### src/rtl/disp_pkg.sv
// Shared constants and helpers for the multiplexed BCD display path.
// Defaults here match the production display; instances override them as needed.
package disp_pkg;

    localparam int BCD_W     = 4;
    localparam int MAX_NDIG  = 8;
    localparam int DEF_NDIG  = 4;
    localparam int DEF_DIV   = 1000;
    localparam int DEF_GUARD = 8;

    // Word is zero-extended to the widest supported display so one function serves every NDIG.
    function automatic logic [BCD_W-1:0] nibble_sel(
        input logic [BCD_W*MAX_NDIG-1:0] word,
        input logic [31:0]               idx
    );
        return word[idx*BCD_W +: BCD_W];
    endfunction

endpackage

### src/rtl/scan_prescaler.sv
// Slot/digit counter pair for the display scanner. Exposes next-state flags so the
// parent can register its outputs in lockstep with the counters.
module scan_prescaler #(
    parameter int NDIG  = 4,
    parameter int DIV   = 1000,
    parameter int GUARD = 8,
    localparam int IW   = (NDIG > 1) ? $clog2(NDIG) : 1
) (
    input  logic          clk,
    input  logic          rst_n,
    output logic [IW-1:0] idx_d_o,
    output logic          guard_d_o,
    output logic          last_d_o,
    output logic          frame_end_o
);

    localparam int CW = (DIV > 1) ? $clog2(DIV) : 1;

    logic [CW-1:0] cnt_q, cnt_d;
    logic [IW-1:0] idx_q, idx_d;
    logic          wrap;

    assign wrap        = (cnt_q == CW'(DIV - 1));
    assign frame_end_o = wrap && (idx_q == IW'(NDIG - 1));

    always_comb begin
        cnt_d = cnt_q + CW'(1);
        idx_d = idx_q;
        if (wrap) begin
            cnt_d = '0;
            idx_d = (idx_q == IW'(NDIG - 1)) ? '0 : idx_q + IW'(1);
        end
    end

    always_ff @(posedge clk or negedge rst_n) begin
        if (!rst_n) begin
            cnt_q <= '0;
            idx_q <= '0;
        end else begin
            cnt_q <= cnt_d;
            idx_q <= idx_d;
        end
    end

    assign idx_d_o   = idx_d;
    assign guard_d_o = (GUARD > 0) && (cnt_d < CW'(GUARD));
    assign last_d_o  = (idx_d == IW'(NDIG - 1)) && (cnt_d == CW'(DIV - 1));

endmodule

### src/rtl/bcd_scan_mux.sv
// Time-multiplexes NDIG BCD digits onto a single-digit seven-segment decoder with
// anti-ghosting guard, leading-zero blanking and frame-aligned value updates.
module bcd_scan_mux
    import disp_pkg::*;
#(
    parameter int NDIG  = DEF_NDIG,
    parameter int DIV   = DEF_DIV,
    parameter int GUARD = DEF_GUARD
) (
    input  logic                  clk,
    input  logic                  rst_n,
    input  logic                  load,
    input  logic [BCD_W*NDIG-1:0] bcd_in,
    input  logic                  lzb_en,
    output logic                  A,
    output logic                  B,
    output logic                  C,
    output logic                  D,
    output logic                  EN,
    output logic [NDIG-1:0]       DIG,
    output logic                  frame_done
);

    localparam int W  = BCD_W * NDIG;
    localparam int IW = (NDIG > 1) ? $clog2(NDIG) : 1;

    logic [IW-1:0] idx_d;
    logic          guard_d;
    logic          last_d;
    logic          frame_end;

    scan_prescaler #(
        .NDIG  (NDIG),
        .DIV   (DIV),
        .GUARD (GUARD)
    ) u_prescaler (
        .clk         (clk),
        .rst_n       (rst_n),
        .idx_d_o     (idx_d),
        .guard_d_o   (guard_d),
        .last_d_o    (last_d),
        .frame_end_o (frame_end)
    );

    logic [W-1:0] shadow_q, shadow_d;
    logic [W-1:0] pend_q, pend_d;
    logic         pend_v_q, pend_v_d;

    // A load coinciding with the boundary bypasses pend so it shows in the very next frame.
    always_comb begin
        shadow_d = shadow_q;
        pend_d   = pend_q;
        pend_v_d = pend_v_q;
        if (load) begin
            pend_d   = bcd_in;
            pend_v_d = 1'b1;
        end
        if (frame_end) begin
            if (load) begin
                shadow_d = bcd_in;
            end else if (pend_v_q) begin
                shadow_d = pend_q;
            end
            pend_v_d = 1'b0;
        end
    end

    // upper_zero[i]: nibbles i..NDIG-1 of the incoming shadow are all zero.
    logic [NDIG:0]   upper_zero;
    logic [NDIG-1:0] blank;

    assign upper_zero[NDIG] = 1'b1;

    for (genvar gi = 0; gi < NDIG; gi++) begin : g_blank
        assign upper_zero[gi] = upper_zero[gi+1] && (shadow_d[gi*BCD_W +: BCD_W] == '0);
        if (gi == 0) begin : g_units
            assign blank[gi] = 1'b0;
        end else begin : g_upper
            assign blank[gi] = lzb_en && upper_zero[gi];
        end
    end

    logic [BCD_W*MAX_NDIG-1:0] shadow_ext;
    assign shadow_ext = (BCD_W*MAX_NDIG)'(shadow_d);

    logic [BCD_W-1:0] nib_q, nib_d;
    logic             en_q, en_d;
    logic [NDIG-1:0]  dig_q, dig_d;
    logic             fd_q;

    always_comb begin
        nib_d = nibble_sel(shadow_ext, 32'(idx_d));
        en_d  = 1'b0;
        dig_d = '0;
        if (!guard_d) begin
            dig_d = NDIG'(1) << idx_d;
            en_d  = !blank[idx_d];
        end
    end

    always_ff @(posedge clk or negedge rst_n) begin
        if (!rst_n) begin
            shadow_q <= '0;
            pend_q   <= '0;
            pend_v_q <= 1'b0;
            nib_q    <= '0;
            en_q     <= 1'b0;
            dig_q    <= '0;
            fd_q     <= 1'b0;
        end else begin
            shadow_q <= shadow_d;
            pend_q   <= pend_d;
            pend_v_q <= pend_v_d;
            nib_q    <= nib_d;
            en_q     <= en_d;
            dig_q    <= dig_d;
            fd_q     <= last_d;
        end
    end

    assign A          = nib_q[3];
    assign B          = nib_q[2];
    assign C          = nib_q[1];
    assign D          = nib_q[0];
    assign EN         = en_q;
    assign DIG        = dig_q;
    assign frame_done = fd_q;

endmodule

### config.mk
export PLATFORM = sky130hd
export DESIGN_NAME = bcd_scan_mux
export DESIGN_NICKNAME = d
export VERILOG_FILES = /design/src/rtl/disp_pkg.sv /design/src/rtl/scan_prescaler.sv /design/src/rtl/bcd_scan_mux.sv
export SDC_FILE = /design/constraint.sdc
export NUM_CORES = 1
export LEC_CHECK = 0
export ABC_AREA = 1
export BUFFER_PORTS_ARGS = -buffer_cell sky130_fd_sc_hd__buf_2
export CAP_MARGIN = 20
export CORE_MARGIN = 2
export CORE_UTILIZATION = 40
export CTS_CLUSTER_DIAMETER = 60
export DETAILED_ROUTE_END_ITERATION = 12
export HOLD_SLACK_MARGIN = 0.03
export PLACE_DENSITY = 0.69
export SLEW_MARGIN = 20
export SYNTH_ARGS = -nofsm -noshare
export SYNTH_HDL_FRONTEND = slang
export SYNTH_SLANG_ARGS = --single-unit
### constraint.sdc
create_clock -name clk -period 2.61 [get_ports clk]
set_clock_uncertainty 0.2 [all_clocks]
set_input_delay 0.522 -clock clk [delete_from_list [all_inputs] [get_ports clk]]
set_output_delay 0.522 -clock clk [all_outputs]
set_load 0.005 [all_outputs]
# After elaboration in Yosys (flattened, before gate mapping)
# Cells that the tools add are included.
[word_totals]
inputBits = 20
reg_bits = 55
out_inout_bits = 10
[classes]
magnitude_cmp = 2
n_eq_ne = 4
n_addsub = 2
muxes = 12
reduce_logical = 12
shift = 2
[ops]
columns = ["cell", "count"]
rows = [
  ["$mux W16", 3],
  ["$shiftx A32 B5 Y4", 1],
  ["$eq A10 B10 Y1 const B", 2],
  ["$logic_not A4 Y1", 3],
  ["$add A10 B1 Y10 const B", 1],
  ["$lt A10 B4 Y1 const B", 1],
  ["$mux W10", 1],
  ["$logic_and A1 B1 Y1", 7],
  ["$eq A2 B2 Y1 const B", 2],
  ["$mux W1", 4],
  ["$mux W2", 2],
  ["$mux W4", 1],
  ["$shl A1 B2 Y4 const A", 1],
  ["$lt A2 B3 Y1 const B", 1],
  ["$add A2 B1 Y2 const B", 1],
  ["$bmux W1 S2", 1],
  ["$reduce_bool A2 Y1", 1],
  ["$logic_not A1 Y1", 1],
]

# Logic depth before layout (Yosys ltp)
# Gate-level depths: netlist of run 1.
[depth]
depth_word = 11
mapped_depth = 14
ltp_nobuf = 14

# Cells and area by module
# From an unflattened synthesis of run 1, not the netlist that was laid out.
[hier_totals]
hier_cells = 305
area_unflattened_um2 = 2537.4
[by_module_without_submodules]
columns = ["module", "cells_each", "instances", "area_each_um2"]
rows = [
  ["bcd_scan_mux", 207, 1, 1809.2],
  ["scan_prescaler", 98, 1, 728.2],
]

# Least setup slack after synthesis of run 1
# OpenSTA, ideal clock, no wires.
[synth_path]
path_kind = "register to register"
from = "register u_prescaler.cnt_q[0]"
to = "register en_q (netlist: EN)"
n_path_buf = 0
path_stages_with_launch = 14
setup_ns = 0.126
path_slack_ns = 0.778
period_less_slack_ns = 1.832
arrival_ns = 1.506
required_ns = 2.284
cell_sequence = "dfrtp_1 ha_1 nand2_1 inv_2 nand3_4 nand2_1 nand2_4 inv_4 nor2_8 inv_2 nand2_1 nand2_1 nor2_1 nor2_1"
[synth_via]
word_cells_on_any_way = 19
classes_between = "add/sub: 1; order compare: 1; eq/ne: 1; mux: 6; reduce/logical: 10"
[synth_lines]
columns = ["element", "line_no", "rtl"]
rows = [
  ["start: declaration", "scan_prescaler.sv:19", "logic [CW-1:0] cnt_q, cnt_d;"],
  ["start signal: assignment", "scan_prescaler.sv:40", "cnt_q <= cnt_d;"],
  ["$eq A10 B10 Y1", "scan_prescaler.sv:23", "assign wrap = (cnt_q == CW'(DIV - 1));"],
  ["$mux W2", "scan_prescaler.sv:29", "if (wrap) begin"],
  ["named net idx_d[1]", "bcd_scan_mux.sv:27", "logic [IW-1:0] idx_d;"],
  ["$bmux W1 S2", "bcd_scan_mux.sv:97", "en_d = !blank[idx_d];"],
  ["$mux W1 (not written as such)", "bcd_scan_mux.sv:97", ""],
  ["$logic_not A1 Y1", "bcd_scan_mux.sv:97", ""],
  ["$mux W1", "bcd_scan_mux.sv:95", "if (!guard_d) begin"],
  ["named net en_d", "bcd_scan_mux.sv:87", "logic en_q, en_d;"],
  ["end signal: assignment", "bcd_scan_mux.sv:115", "en_q <= en_d;"],
  ["end: declaration", "bcd_scan_mux.sv:87", ""],
]
# The timed path passes the listed nets, and every way through them passes these cells. The select of a mux whose other input is x is not followed.
# A chain may end at the register's enable or synchronous reset.

# Final worst setup path of run 1
[layout_path]
from = "register u_prescaler.cnt_q[1]"
to = "register en_q (netlist: EN)"
[layout_via]
elab_chain_len = 11
word_cells_on_any_way = 19
classes_between = "add/sub: 1; order compare: 1; eq/ne: 1; mux: 6; reduce/logical: 10"
[layout_lines]
columns = ["element", "line_no"]
rows = [
  ["parallel branches: the longest is 10 deep, another holds $add A10 B1 Y10", "--"],
  ["$mux W1 *", "bcd_scan_mux.sv:95"],
  ["named net en_d", "bcd_scan_mux.sv:87"],
]
# Mark *: on every way through the listed nets, which the timed path passes. The select of a mux whose other input is x is not followed.

==> results of run 1 <==
==> area by class of cell <==
| cell class | count | area, µm² | area share |
|---|---|---|---|
| flip-flops and latches | 55 | 1376 | 0.4344 |
| multi-input cells | 245 | 1211 | 0.3823 |
| repair buffers | 33 | 187.7 | 0.05924 |
| inverters | 46 | 175.2 | 0.05529 |
| well taps | 96 | 120.1 | 0.03791 |
| clock buffers | 5 | 68.82 | 0.02172 |
| clock inverters | 3 | 28.78 | 0.009084 |
==> worst max-delay path, delay by kind of cell, from the launching register on <==
kind	cells	cell delay, ns
compound gates	1	0.31
fa+ha+maj	1	0.19
flops	1	0.39
simple gates	8	0.95
==> flip-flops by register name, summed over array words and instances (netlist names) <==
name / count
frame_done: 1
u_prescaler.idx_q: 2
pend_v_q: 1
pend_q: 16
shadow_q: 16
u_prescaler.cnt_q: 10
nib_q: 4
EN: 1
DIG: 4
==> synthesized netlist by cell type (all sizes together) <==
master / count
buf: 7
a31oi: 4
nor2: 35
nand4: 7
o21bai: 2
nand3b: 1
or2: 1
ha: 3
o21ai: 10
dfrtp: 55
nand3: 21
a21boi: 2
nand2: 156
nor3: 3
inv: 46
==> per-layer routing <==
| layer | vias to the layer above | routed length [µm] | global-route usage |
|---|---|---|---|
| met3 | 11 | 226 | 0.02828 |
| li1 | 1144 | - | - |
| met5 | - | 0 | 0 |
| met1 | 1057 | 2738 | 0.2231 |
| met2 | 42 | 2925 | 0.3010 |
| met4 | 0 | 91 | 0.05455 |
==> worst max path at each step <==
| stage | end | slack (ns) | depth (start not counted) |
|---|---|---|---|
| after floorplan | EN$_DFF_PN0_ | 0.78 | 13 |
| after global placement | EN$_DFF_PN0_ | 0.49 | 11 |
| after detailed placement | EN$_DFF_PN0_ | 0.48 | 11 |
| after CTS | EN$_DFF_PN0_ | 0.46 | 10 |
| after global routing | EN$_DFF_PN0_ | 0.20 | 10 |
| final | EN$_DFF_PN0_ | 0.44 | 10 |
==> per-stage QoR <==
stage                     std cells  utilization  instance area (µm²)  hold WS (ns)
after detailed placement        475       0.4519                 3070        0.2555
final                           483       0.4663                 3168       0.08054
after CTS                       483       0.4663                 3168        0.1030
after floorplan                 353            -                 2796       0.02641
after global placement          475       0.4519                 3070        0.2544
after global routing            483       0.4663                 3168        0.1421
==> cells by family after synthesis <==
family          count (synthesis)  share of synthesized area
compound gates                 18                    0.04161
fa+ha+maj                       3                    0.01342
buf+inv                        53                    0.07472
flops                          55                     0.4922
simple gates                  224                     0.3781
==> power by group <==
part	switching, mW	total [mW]	internal, mW
clock network	0.304	0.504	0.200
logic	0.0682	0.110	0.0419
registers	0.0112	0.892	0.881
==> run_results.csv, run 1 <==
group,metric,value,unit
grt,grt_pass1_wl,10410,µm
critical_path,worst_r2r_endpoint,"EN$_DFF_PN0_",
logic_synthesis,syn_inst,353,
logic_synthesis,seq_area_frac_synth,0.4922,
detailed_routing,initialDrtViolationCount,119,
cts,clk_path_buf_depth,2,
cts,cts_hold_buf,0,
die,fp.coreArea,6794,µm²
placed_design,gp_congestion,0.8992,
critical_path,crit_required,2.61,ns
outcome,status,"completed",
grt,grt_antenna_before_repair,0,
sta,final-hold-violation-count,0,
cts,clk_latency,0.32,ns
logic_synthesis,ys_warn_count,0,
die,start_util,0.4116,
sta,fin_ws,0.4435,ns
cts,clock-sinks,55,
detailed_routing,drt_first_pass_iters,4,
detailed_routing,drc,0,
power_and_ir_drop,peakVddDrop,0.3197,mV
power_and_ir_drop,finalPower,1.506,mW
sta,fin_crit,2.167,ns
critical_path,worst-endpoint-arrival,2.17,ns
critical_path,timing.rr.start,"u_prescaler.cnt_q[1]$_DFF_PN0_",
logic_synthesis,synth_area_per_cell,7.922,µm²
power_and_ir_drop,p_leak,1.811,nW
layout,layout_commonest_cell,"nand2_1",
placed_design,hpwlAfterDp,4590,µm
critical_path,startpoint_type,"flip-flop",
cts,postCtsResizedCells,0,
critical_path,reg2reg_depth,10,
cts,cts_root_buf,"clkbuf_8",
placed_design,port_buffers,29,
cts,clk_pin_slew,0.11,ns
sta,setup_tns,0,ns
logic_synthesis,synth.area.top_cells,"dfrtp_1, nand2_1, inv_1",
logic_synthesis,yosysUniqueCellTypes,30,
cts,cts_inserted_buffers,5,
sta,setup_viol,0,
sta,rsz0062_at_grt,"no",
sta,fin_crit_sh,0.8301,
die,die-height,87.61,µm
detailed_routing,wl_per_cell,12.38,µm
sta,report.final.slew_viol_count,0,
logic_synthesis,syn_nets,376,
sta,tightest_slew,0.8029,ns
die,die_x,87.61,µm
die,rows,30,
critical_path,crit_start,"u_prescaler.cnt_q[1]$_DFF_PN0_",
critical_path,crit_chain,"ha_1 -> nand2_1 -> nor2_1 -> nand4_4 -> o21ai_0 -> nand3_1 -> nor2_1 -> nand2_1 -> nor2_1 -> nor2_1",
die,dieArea,7676,µm²
detailed_routing,vias_per_cell,4.667,
layout,layout_common_cells,"nand2_1, dfrtp_1, inv_1",
die,io_pins,30,
critical_path,crit_slowest_cell,"dfrtp_1",
placed_design,dp_slack,0.4786,ns
job,max_cap_viol_count,0,
critical_path,critPathMostFrequentCell,"nor2_1",
cts,tritoncts,"done",
logic_synthesis,post-synth-top-area-cell,"dfrtp_1",
grt,grt_pass1_vias,2318,
layout,layout.nets,409,
layout,fill_cells,666,
cts,postCtsSetupBuffers,0,
critical_path,worstSetupPathType,"reg2reg",
hold_path,hp-class,"in2async",
critical_path,cp_max_fo,7,
grt,grt_overflow,0,
logic_synthesis,ys_ff_latch,55,
cts,cts_max_level,2,
logic_synthesis,syn_area,2796,µm²
layout,n_antenna_cell,0,
power_and_ir_drop,power_density,475.4,nW/µm²
sta,fmax,0.4616,GHz
layout,drive_above_1_share,0.1783,
sta,relSlewSlack,0.4647,
critical_path,rrSetupSlack,0.44,ns
layout,syn_to_final_growth,13.29,%
grt,grt_max_degree,35,
logic_synthesis,synth_top_area_share,0.4922,
detailed_routing,route.antenna.remaining_nets,0,
grt,grt_usage,0.1737,
detailed_routing,wirelength,5981,µm
critical_path,end_kind,"flip-flop",
detailed_routing,vias,2254,
critical_path,slowest_delay,0.39,ns
Note: power is estimated with default switching activity, not from simulation.
==> run 2: changes to the inputs <==
==> constraint.sdc (replaced) <==
create_clock -name clk -period 2.3 [get_ports clk]
set_clock_uncertainty 0.2 [all_clocks]
set_input_delay 0.46 -clock clk [delete_from_list [all_inputs] [get_ports clk]]
set_output_delay 0.46 -clock clk [all_outputs]
set_load 0.005 [all_outputs]
==> run_results.csv, run 2 (synthesized netlist as in run 1, its figures left out) <==
group,metric,value,unit
outcome,status,"completed",
layout,fin_util,0.4733,
sta,report.final.slew_viol_count,0,
sta,setup_viol,0,
cts,tritoncts,"done",
cts,clk_latency,0.31,ns
placed_design,dp_slack,0.2120,ns
grt,grt_pass1_vias,2252,
die,fp.coreArea,6794,µm²
power_and_ir_drop,p_leak,1.827,nW
cts,cts_root_buf,"clkbuf_8",
layout,largest_registers,"pend_q (16), shadow_q (16), u_prescaler.cnt_q (10)",
layout,layout_common_cells,"nand2_1, dfrtp_1, inv_1",
sta,hold_ws,0.1640,ns
power_and_ir_drop,power_density,586.0,nW/µm²
sta,fin_crit,2.035,ns
critical_path,cp_max_fo,7,
sta,fmax,0.4914,GHz
detailed_routing,wl_per_cell,11.95,µm
die,start_util,0.4116,
sta,rsz0062_at_grt,"no",
critical_path,rrSetupSlack,0.26,ns
detailed_routing,route.antenna.remaining_nets,0,
detailed_routing,vias_per_cell,4.721,
power_and_ir_drop,peakVddDrop,0.2501,mV
critical_path,startpoint_type,"flip-flop",
critical_path,worst_r2r_endpoint,"EN$_DFF_PN0_",
die,io_pins,30,
cts,postCtsSetupBuffers,0,
hold_path,hp-class,"in2reg",
power_and_ir_drop,finalPower,1.884,mW
die,rows,30,
sta,relSlewSlack,0.6670,
critical_path,worstSetupEndpoint,"EN$_DFF_PN0_",
die,dieArea,7676,µm²
critical_path,worst-endpoint-arrival,2.03,ns
critical_path,timing.rr.start,"u_prescaler.cnt_q[1]$_DFF_PN0_",
cts,cts_inserted_buffers,5,
placed_design,dp.cells,475,
sta,setup_tns,0,ns
detailed_routing,wirelength,5782,µm
layout,layout.nets,410,
layout,layout_commonest_cell,"nand2_1",
detailed_routing,vias,2285,
cts,clk_path_buf_depth,2,
critical_path,end_kind,"flip-flop",
critical_path,worstSetupPathType,"reg2reg",
critical_path,crit_required,2.30,ns
layout,final_cell_area,3216,µm²
job,max_cap_viol_count,0,
detailed_routing,drt_first_pass_iters,4,
detailed_routing,drc,0,
placed_design,hpwlAfterDp,4491,µm
grt,grt_max_degree,36,
grt,grt_pass1_wl,10170,µm
grt,grt_overflow,0,
sta,fin_crit_sh,0.8848,
layout,n_antenna_cell,0,
placed_design,gp_congestion,0.8520,
sta,fin_ws,0.2649,ns
layout,final_cells,484,
die,die_x,87.61,µm
critical_path,reg2reg_depth,12,
critical_path,crit_start,"u_prescaler.cnt_q[1]$_DFF_PN0_",
cts,cts_max_level,2,
sta,tightest_slew,0.4996,ns
grt,grt_antenna_before_repair,0,
detailed_routing,initialDrtViolationCount,133,
sta,final-hold-violation-count,0,
layout,syn_to_final_growth,14.99,%
layout,drive_above_1_share,0.1778,
cts,clk_pin_slew,0.10,ns
placed_design,placed_cell_area,3070,µm²
die,die-height,87.61,µm
grt,grt_usage,0.1683,
placed_design,port_buffers,29,
cts,clock-sinks,55,
run 2: how the worst min path moves through the flow:
| stage | cells after the start | to | slack [ns] | startpoint |
|---|---|---|---|---|
| CTS | 3 | pend_q[6]$_DFFE_PN0P_ | 0.15 | bcd_in[6] |
| global route | 3 | pend_q[2]$_DFFE_PN0P_ | 0.16 | bcd_in[2] |
| floorplan | 0 | DIG[0]$_DFF_PN0_ | -0.04 | rst_n |
| detailed placement | 1 | pend_q[11]$_DFFE_PN0P_ | 0.26 | rst_n |
| global placement | 2 | pend_q[12]$_DFFE_PN0P_ | 0.25 | pend_q[12]$_DFFE_PN0P_ |
| finish | 3 | pend_q[6]$_DFFE_PN0P_ | 0.16 | bcd_in[6] |
run 2: critical path: stages (launching register included):
cell and delay, ns:
dfrtp_1 0.38, ha_1 0.19, nand2_1 0.10, nor2_1 0.21, nand4_4 0.17, inv_1 0.11, nand2_1 0.05, nand2_1 0.08
nand3_1 0.11, nor2_1 0.11, nand2_1 0.06, nor2_1 0.10, nor2_1 0.04
run 2: layout make-up:
type,count,area (µm²)
repair buffers,34,197.7
inverters,46,175.2
well taps,96,120.1
flip-flops and latches,55,1376
fillers,668,3578
clock inverters,2,60.06
multi-input cells,245,1214
clock buffers,6,72.57
run 2: what timing repair did:
| item | in CTS | in global routing |
|---|---|---|
| hold endpoints to repair | 20 | 0 |
| hold buffers | 1 | 0 |
| resized for setup | 0 | 2 |
| endpoints found under the setup margin | 0 | 1 |
run 2: report_power, final:
group | internal [mW] | total (mW) | switching [mW]
sequential | 1.00 | 1.01 | 0.0132
combinational | 0.0488 | 0.126 | 0.0776
clock | 0.435 | 0.745 | 0.310
total | 1.48 | 1.88 | 0.401
run 2: per-layer routing:
| layer | GRT usage | up-vias | wire length [µm] |
|---|---|---|---|
| li1 | - | 1153 | - |
| met5 | 0 | - | 0 |
| met2 | 0.2817 | 37 | 2865 |
| met4 | 0.03776 | 0 | 57 |
| met1 | 0.2214 | 1089 | 2659 |
| met3 | 0.04241 | 6 | 200 |
==> run 3: changes to the inputs <==
--- a/config.mk
+++ b/config.mk
@@ -10,9 +10,10 @@
 export CAP_MARGIN = 20
 export CORE_MARGIN = 2
 export CORE_UTILIZATION = 40
-export CTS_CLUSTER_DIAMETER = 60
+export CTS_CLUSTER_DIAMETER = 80
 export DETAILED_ROUTE_END_ITERATION = 12
 export HOLD_SLACK_MARGIN = 0.03
+export MAX_ROUTING_LAYER = met4
 export PLACE_DENSITY = 0.69
 export SLEW_MARGIN = 20
 export SYNTH_ARGS = -nofsm -noshare
==> run_results.csv, run 3 (synthesized netlist as in run 1, its figures left out) <==
group,metric,value,unit
critical_path,worstSetupPathType,"reg2reg",
layout,n_antenna_cell,0,
power_and_ir_drop,p_leak,1.827,nW
grt,grt_pass1_vias,2254,
die,die_x,87.61,µm
placed_design,placed_cell_area,3070,µm²
critical_path,worst-endpoint-arrival,2.04,ns
detailed_routing,drc,0,
grt,grt_max_degree,36,
sta,setup_viol,0,
cts,tritoncts,"done",
layout,largest_registers,"pend_q (16), shadow_q (16), u_prescaler.cnt_q (10)",
die,die-height,87.61,µm
detailed_routing,initialDrtViolationCount,144,
cts,clock-sinks,55,
sta,fin_crit,2.045,ns
layout,drive_above_1_share,0.1778,
cts,cts_inserted_buffers,5,
sta,hold_ws,0.1630,ns
critical_path,crit_slowest_cell,"dfrtp_1",
job,max_cap_viol_count,0,
sta,rsz0062_at_grt,"no",
critical_path,slowest_delay,0.39,ns
sta,fmax,0.4890,GHz
outcome,status,"completed",
grt,grt_overflow,0,
detailed_routing,drt_first_pass_iters,6,
layout,syn_to_final_growth,14.99,%
layout,layout_commonest_cell,"nand2_1",
detailed_routing,wl_per_cell,11.95,µm
die,start_util,0.4116,
die,fp.coreArea,6794,µm²
detailed_routing,route.antenna.remaining_nets,0,
die,io_pins,30,
detailed_routing,vias_per_cell,4.717,
critical_path,end_kind,"flip-flop",
cts,cts_root_buf,"clkbuf_8",
power_and_ir_drop,finalPower,1.882,mW
sta,report.final.slew_viol_count,0,
detailed_routing,vias,2283,
placed_design,hpwlAfterDp,4491,µm
critical_path,startpoint_type,"flip-flop",
critical_path,cp_max_fo,7,
cts,clk_path_buf_depth,2,
hold_path,hp-class,"in2reg",
cts,clk_pin_slew,0.10,ns
sta,setup_tns,0,ns
layout,final_cells,484,
layout,final_cell_area,3216,µm²
power_and_ir_drop,peakVddDrop,0.2491,mV
cts,clk_latency,0.31,ns
die,rows,30,
sta,fin_crit_sh,0.8892,
power_and_ir_drop,power_density,585.3,nW/µm²
sta,relSlewSlack,0.6591,
cts,cts_max_level,2,
critical_path,crit_chain,"ha_1 -> nand2_1 -> nor2_1 -> nand4_4 -> inv_1 -> nand2_1 -> nand2_1 -> nand3_1 -> nor2_1 -> nand2_1 -> nor2_1 -> nor2_1",
layout,layout_common_cells,"nand2_1, dfrtp_1, inv_1",
placed_design,dp.cells,475,
grt,grt_usage,0.1744,
critical_path,path_buf_inv,1,
grt,grt_pass1_wl,10190,µm
cts,postCtsSetupBuffers,0,
critical_path,crit_required,2.29,ns
sta,final-hold-violation-count,0,
grt,grt_antenna_before_repair,0,
critical_path,crit_family,"simple AND/OR/NAND/NOR gates",
sta,tightest_slew,0.5113,ns
layout,layout.nets,410,
placed_design,port_buffers,29,
placed_design,gp_congestion,0.8656,
detailed_routing,wirelength,5785,µm
die,dieArea,7676,µm²
run 3: cell counts in the layout (fill, tap and decap cells not counted):
Identical to the previous run, type by type.
run 3: stage by stage:
stage                     worst slack, ns  utilization
after CTS                          0.1763       0.4729
after detailed placement           0.2120       0.4519
after floorplan                    0.4683            -
after global placement             0.2116       0.4519
final                              0.2549       0.4733
after global routing              0.04589       0.4733
run 3: cell type report:
cell class,count,area [µm²]
Fill cell,668,3578
Sequential cell,55,1376
Multi-Input combinational cell,245,1214
Timing Repair Buffer,34,197.7
Inverter,46,175.2
Tap cell,96,120.1
Clock buffer,6,72.57
Clock inverter,2,60.06
run 3: repair_timing:
| item | in CTS | in global routing |
|---|---|---|
| endpoints found under the setup margin | 0 | 1 |
| hold buffers | 1 | 0 |
| hold endpoints to repair | 20 | 0 |
| gates resized for setup | 0 | 2 |
run 3: where the power goes:
part	switching (mW)	total, mW	internal [mW]
Combinational	0.0775	0.126	0.0488
Sequential	0.0132	1.01	1.00
Clock	0.308	0.743	0.435
Total	0.399	1.88	1.48
run 3: worst paths after layout:
path,start,slack [ns],cells after the start,endpoint
min reg2reg,pend_q[15]$_DFFE_PN0P_,0.27,2,pend_q[15]$_DFFE_PN0P_
max,u_prescaler.cnt_q[1]$_DFF_PN0_,0.25,12,EN$_DFF_PN0_
max reg2reg,u_prescaler.cnt_q[1]$_DFF_PN0_,0.25,12,EN$_DFF_PN0_
min in group asynchronous,rst_n,0.45,2,pend_q[11]$_DFFE_PN0P_
min,bcd_in[6],0.16,3,pend_q[6]$_DFFE_PN0P_
max in group asynchronous,rst_n,0.89,3,EN$_DFF_PN0_
run 3: metal layers:
| metal | up-vias | global-route usage | share of wire |
|---|---|---|---|
| li1 | 1153 | - | - |
| met1 | 1089 | 0.2238 | 0.46 |
| met2 | 35 | 0.2817 | 0.50 |
| met3 | 6 | 0.04241 | 0.032 |
| met4 | 0 | 0.03776 | 0.0099 |
| met5 | - | - | 0 |
run 3: tightest hold or removal path: stages:
cell and delay, ns:
buf_2 0.08, nand2_1 0.06, nand2_1 0.06
